### src/rtl/arp_pkg.sv
// Shared definitions for the arpeggio sequencer.
// Holds the note-state encoding, the interval ratio multipliers applied to the
// base sample period, default timing parameters, and small helper functions.
package arp_pkg;

  typedef enum logic [1:0] {
    N0 = 2'd0,   // root
    N1 = 2'd1,   // ~third
    N2 = 2'd2,   // ~fifth
    N3 = 2'd3    // octave
  } note_t;

  localparam int unsigned DEF_BASE_DIV     = 746;
  localparam int unsigned DEF_DWELL_CYCLES = 25_000_000;

  // Sample-period multipliers in sixteenths; indexed by note number.
  localparam logic [4:0] RATIO_M [4] = '{5'd16, 5'd13, 5'd11, 5'd8};

  function automatic note_t next_note(input note_t n);
    return note_t'(n + 2'd1);
  endfunction

  // Multiply by a small constant using only shifts and adds; with a constant
  // m the loop collapses to a fixed adder tree.
  function automatic logic [13:0] shift_add(input logic [9:0] f, input logic [4:0] m);
    logic [13:0] acc;
    acc = '0;
    for (int i = 0; i < 5; i++) begin
      if (m[i]) acc = acc + ({4'b0000, f} << i);
    end
    return acc;
  endfunction

endpackage

### src/rtl/arp_sequencer_note_divider.sv
// note_divider: combinational sample-period divisor for the current note.
// Ports:
//   f_base  in  10  base divisor (BASE_DIV + synchronised SW)
//   note    in   2  current note state
//   divisor out 10  (f_base * M[note]) >> 4
module note_divider
  import arp_pkg::*;
(
  input  logic [9:0] f_base,
  input  note_t      note,
  output logic [9:0] divisor
);

  logic [13:0] prod;

  always_comb begin
    prod = '0;
    case (note)
      N0:      prod = shift_add(f_base, RATIO_M[0]);
      N1:      prod = shift_add(f_base, RATIO_M[1]);
      N2:      prod = shift_add(f_base, RATIO_M[2]);
      default: prod = shift_add(f_base, RATIO_M[3]);
    endcase
  end

  // Largest product is 1001*16, which fits 14 bits; >>4 always fits 10 bits.
  assign divisor = 10'(prod >> 4);

endmodule

### src/rtl/arp_sequencer.sv
// arp_sequencer: steps a sine-table read address at a pitch set by SW, with an
// optional arpeggio that cycles root / third / fifth / octave.
// Ports:
//   CLK100MHZ  in   1  clock
//   rst        in   1  synchronous active-high reset
//   SW         in   8  pitch select (asynchronous, synchronised here)
//   arp_toggle in   1  one-cycle pulse, toggles arpeggio enable
//   addra      out  8  sine-table BRAM read address
//   addr_stb   out  1  high in the cycle addra takes a new value
//   note       out  2  current note (drives LED[1:0])
//   arp_en     out  1  arpeggio enable
//
// state | meaning
// N0    | root, also the idle state while the arpeggio is off
// N1    | ~major third (M=13)
// N2    | ~fifth (M=11)
// N3    | octave (M=8)
module arp_sequencer
  import arp_pkg::*;
#(
  parameter int unsigned DWELL_CYCLES = DEF_DWELL_CYCLES,
  parameter int unsigned BASE_DIV     = DEF_BASE_DIV
) (
  input  logic       CLK100MHZ,
  input  logic       rst,
  input  logic [7:0] SW,
  input  logic       arp_toggle,
  output logic [7:0] addra,
  output logic       addr_stb,
  output logic [1:0] note,
  output logic       arp_en
);

  localparam logic [9:0]  BASE_DIV_W = 10'(BASE_DIV);
  localparam logic [26:0] DWELL_LAST = 27'(DWELL_CYCLES - 1);

  logic [7:0]  sw_s1, sw_s2;
  logic [9:0]  f_base, divisor, active_div, sample_cnt;
  logic [26:0] dwell_cnt;
  note_t       note_q;
  logic        sample_tc, dwell_tc;

  assign f_base = BASE_DIV_W + {2'b00, sw_s2};

  note_divider u_note_divider (
    .f_base  (f_base),
    .note    (note_q),
    .divisor (divisor)
  );

  // >= rather than == so a corrupted counter can never run away past the period.
  assign sample_tc = (sample_cnt >= active_div - 10'd1);
  assign dwell_tc  = (dwell_cnt == DWELL_LAST);
  assign note      = note_q;

  always_ff @(posedge CLK100MHZ) begin
    if (rst) begin
      sw_s1      <= '0;
      sw_s2      <= '0;
      sample_cnt <= '0;
      active_div <= BASE_DIV_W;
      addra      <= '0;
      addr_stb   <= 1'b0;
      dwell_cnt  <= '0;
      note_q     <= N0;
      arp_en     <= 1'b0;
    end else begin
      sw_s1    <= SW;
      sw_s2    <= sw_s1;
      addr_stb <= 1'b0;

      // Divisor is only sampled at a period boundary so pitch and note changes
      // never distort the period already in progress.
      if (sample_tc) begin
        sample_cnt <= '0;
        active_div <= divisor;
        addra      <= addra + 8'd1;
        addr_stb   <= 1'b1;
      end else begin
        sample_cnt <= sample_cnt + 10'd1;
      end

      // Toggle wins over a coincident dwell terminal count.
      if (arp_toggle) begin
        arp_en    <= ~arp_en;
        note_q    <= N0;
        dwell_cnt <= '0;
      end else if (!arp_en) begin
        note_q    <= N0;
        dwell_cnt <= '0;
      end else if (dwell_tc) begin
        note_q    <= next_note(note_q);
        dwell_cnt <= '0;
      end else begin
        dwell_cnt <= dwell_cnt + 27'd1;
      end
    end
  end

endmodule

### config.mk
export PLATFORM = sky130hd
export DESIGN_NAME = arp_sequencer
export DESIGN_NICKNAME = d
export VERILOG_FILES = /design/src/rtl/arp_pkg.sv /design/src/rtl/arp_sequencer_note_divider.sv /design/src/rtl/arp_sequencer.sv
export SDC_FILE = /design/constraint.sdc
export NUM_CORES = 1
export LEC_CHECK = 0
export CORE_MARGIN = 2
export CORE_UTILIZATION = 61
export CTS_CLUSTER_DIAMETER = 60
export DETAILED_ROUTE_END_ITERATION = 8
export GPL_TIMING_DRIVEN = 0
export HOLD_SLACK_MARGIN = 0.02
export PLACE_DENSITY = 0.87
export REMOVE_ABC_BUFFERS = 1
export SETUP_SLACK_MARGIN = 0.05
export SYNTH_ARGS = -nofsm -noshare
export SYNTH_HDL_FRONTEND = slang
export SYNTH_SLANG_ARGS = --single-unit
export TNS_END_PERCENT = 20
### constraint.sdc
create_clock -name CLK100MHZ -period 5.56 [get_ports CLK100MHZ]
set_clock_uncertainty 0.05 [all_clocks]
set_input_delay 1.112 -clock CLK100MHZ [delete_from_list [all_inputs] [get_ports CLK100MHZ]]
set_output_delay 1.112 -clock CLK100MHZ [all_outputs]
set_load 0.01 [all_outputs]
==> key figures <==
Power and ir drop
  • Total power: approximately 0.0013 W
  • Cell Pwr Density: 255 nW/um2
  • Pleak: 1.96 nW
  • Peak supply drop: 0.198 mV

STA
  • Worst-margin pin slew: approximately 0.9 ns
  • Minimum clock period after layout: roughly 4.8 ns
  • Unrepaired setup endpoints after global routing: no
  • Pins Over Slew Limit: 0
  • Final Hold Viols: 0
  • Final period util: 87.1%
  • Fmax: 0.206 GHz
  • Sum Neg Setup Slack: 0 ns
  • # setup viols final: 0
  • Max-slew headroom: 40.1%
  • Final worst setup slack: 0.717 ns
  • WHS: 0.390 ns

CTS
  • Setup Buffers After CTS: 0
  • Inserted Clock Buffers: 9
  • Clock Path Buffers: 2
  • Cts repair resizes: 0
  • Clock transition at path regs: around 0.080 ns
  • CTS tree: yes
  • TritonCTS Sinks: 75
  • Clock Latency Late Sink: about 0.35 ns
  • H-tree Lvls: 3
  • Hold buffer count at CTS: 0
  • Root Driver: clkbuf_8

Layout
  • Synthesis-to-layout area growth: 8.97%
  • N_diodes: 0
  • Register area: 1500 um2
  • Layout fillers: 585
  • Multi-input logic area: 3010 um2
  • Final std cell area, no fill: just over 5000 um2
  • Final #Nets: 614
  • Ratio of cells with drive above 1 in the final layout: under 10%

Floorplan
  • # IOs: 23
  • Die area: 8380 um2
  • Die width: 91.5 um
  • Die height: 91.5 um
  • Starting Density: 63.8%
  • Core area: between 7000 and 8000 um2
  • Cell Rows: 31

Placement
  • Port bufs: 22
  • Setup WS pre-CTS: 0.770 ns
  • Placement Cell Area: 4900 um2
  • Hpwl dp: 6.83 mm
  • Global placement routability congestion: 0.945

Logic synthesis
  • Sequential area share after synthesis: 32.1%
  • Yosys reg bits: 75
  • Area share of the largest cell type after synthesis: 32.1%
  • EDFF count, synth: 0
  • Ys async rst share: 0%
  • Synth top area cells: dfxtp_1 (32%), ha_1 (11%), xor2_1 (8.4%)
  • Post-synth top area cell: dfxtp_1
  • Post-Syn Area: about 4700 um2
  • Yosys warns: 0
  • Synth cell types: 60
  • Primary FF master, synth: dfxtp_1
  • Post-synthesis instance total: 549
  • Syn Area/Cell: around 8.5 um2

Worst setup path
  • Critical Path, Cell by Cell: ha_1 -> xnor2_1 -> xnor2_1 -> ha_1 -> o21bai_1 -> a21o_1 -> a21oi_1 -> xnor2_1 -> nor2_1 -> a21oi_1 -> ha_1 -> o21a_1 -> o31a_1 -> nor4_1 -> o21bai_1 -> a211oi_1 -> a2111oi_1 -> a211o_1
  • CP max FO: 12
  • Worst Path Arrival: 5.04 ns
  • CP Class: flip-flop to flip-flop
  • CP Buf/Inv Count: 0
  • CP peak stage delay: 0.62 ns
  • Critical Path End Type: flip-flop
  • Worst path required time: 5.75 ns
  • Crit start category: flip-flop
  • Slowest cell on crit path: xnor2_1
  • CP top delay family: compound AO/OA/AOI/OAI gates

GRT
  • Largest net degree at the start of global routing: 39
  • GRT Resource Usage Total: 23.8%
  • Vias in the first global route: between 3,000 and 4,000
  • Initial antenna violation count: 0
  • GRT overflow: 0
  • First-pass GRT wire length: 16.5 mm

Routing
  • Detailed Routing Iterations Pass 1: 5
  • Vias: around 3,800
  • DRC Markers: 0
  • DR vias/cell: 5.77
  • Detail Route Antenna Nets: 0
  • Initial DRC Count: 195
  • Avg WL per Cell: 14.4 um
  • Routed wire length: 9.53 mm

Flow run
  • Total of max-cap violations: 0

Status
  • Status: finished clean

Min path
  • Hold WC Path Type: flip-flop to flip-flop
cell usage after synthesis, drive strengths merged, types with 2 or more instances:
master	number
o22ai	2
clkbuf	9
o21ai	17
a21o	6
o31a	2
nand2b	4
nor3	4
dfxtp	75
and3	13
o21bai	3
nand4	9
nor2b	21
nor2	77
and4	4
ha	42
a2111oi	2
inv	14
a221oi	3
nor4	4
o211ai	6
a31oi	2
a211oi	6
a21oi	37
or3	3
buf	13
nand2	37
o21a	6
or2	3
mux2i	3
nor4b	2
o31ai	4
mux2	3
nand3	21
xnor2	33
xor2	45
a211o	3
a221o	2
metrics by stage:
step | util [%] | cells
after detailed placement | 66.9 | 648
after CTS | 69.5 | 663
after global placement | 66.9 | 648
final | 69.5 | 663
after global routing | 69.5 | 663
after floorplan | - | 527
flip-flops by register name, indices dropped and copies added (netlist names):
signal      cells
active_div     10
addr_stb        1
addra           8
arp_en          1
dwell_cnt      27
note            2
sample_cnt     10
sw_s1           8
sw_s2           8
metal layers:
| layer | wire length [um] | vias up | global-route usage (%) |
|---|---|---|---|
| li1 | - | 1937 | - |
| met1 | 4340 | 1778 | 29.7 |
| met2 | 4580 | 82 | 40.1 |
| met3 | 398 | 26 | 4.90 |
| met4 | 204 | 0 | 8.84 |
| met5 | 0 | - | 0 |
path summary, 6_finish.rpt:
kind | start | to | slack, ns | cells past startpoint
worst max-delay path | sw_s2[1]$_SDFF_PP0_ | active_div[9]$_SDFFE_PP1P_ | 0.72 | 18
worst min-delay path | sw_s1[3]$_SDFF_PP0_ | sw_s2[3]$_SDFF_PP0_ | 0.39 | 1
worst max register to register | sw_s2[1]$_SDFF_PP0_ | active_div[9]$_SDFFE_PP1P_ | 0.72 | 18
worst min register to register | sw_s1[3]$_SDFF_PP0_ | sw_s2[3]$_SDFF_PP0_ | 0.39 | 1
layout by cell type, fill, tap and decap left out, types with 14 or more instances in the layout:
| master | netlist | final |
|---|---|---|
| nor2_1 | 76 | 76 |
| dfxtp_1 | 75 | 75 |
| xor2_1 | 45 | 45 |
| ha_1 | 42 | 42 |
| nand2_1 | 36 | 36 |
| a21oi_1 | 36 | 36 |
| xnor2_1 | 33 | 33 |
| nor2b_1 | 21 | 21 |
| clkdlybuf4s50_1 | 0 | 21 |
| nand3_1 | 20 | 20 |
| inv_1 | 14 | 14 |
area by class of cell:
class                           instances  area share, %
Multi-Input combinational cell        438           59.1
Sequential cell                        75           29.5
Timing Repair Buffer                   22           4.22
Clock buffer                            9           2.43
Tap cell                               99           2.43
Clock inverter                          6           1.28
Inverter                               14           1.03
cells by family after synthesis:
kind of cell | count (synthesis) | share of synthesized area (%)
DFF | 75 | 32.1
muxes | 6 | 1.37
xor gates and xnor gates | 78 | 14.6
AOI/OAI and AO/OA | 103 | 14.6
buffers and inverters | 36 | 3.56
adders and majority gates | 43 | 11.7
and+or+nand+nor | 208 | 22.1
report_power, final:
group          switching (W)  internal [W]  leakage, nW  total, W
Sequential        0.00000872      0.000545        0.609  0.000554
Combinational       0.000180      0.000148         1.26  0.000328
Clock               0.000209      0.000206       0.0955  0.000415
Power figures use the tool's default switching activity.
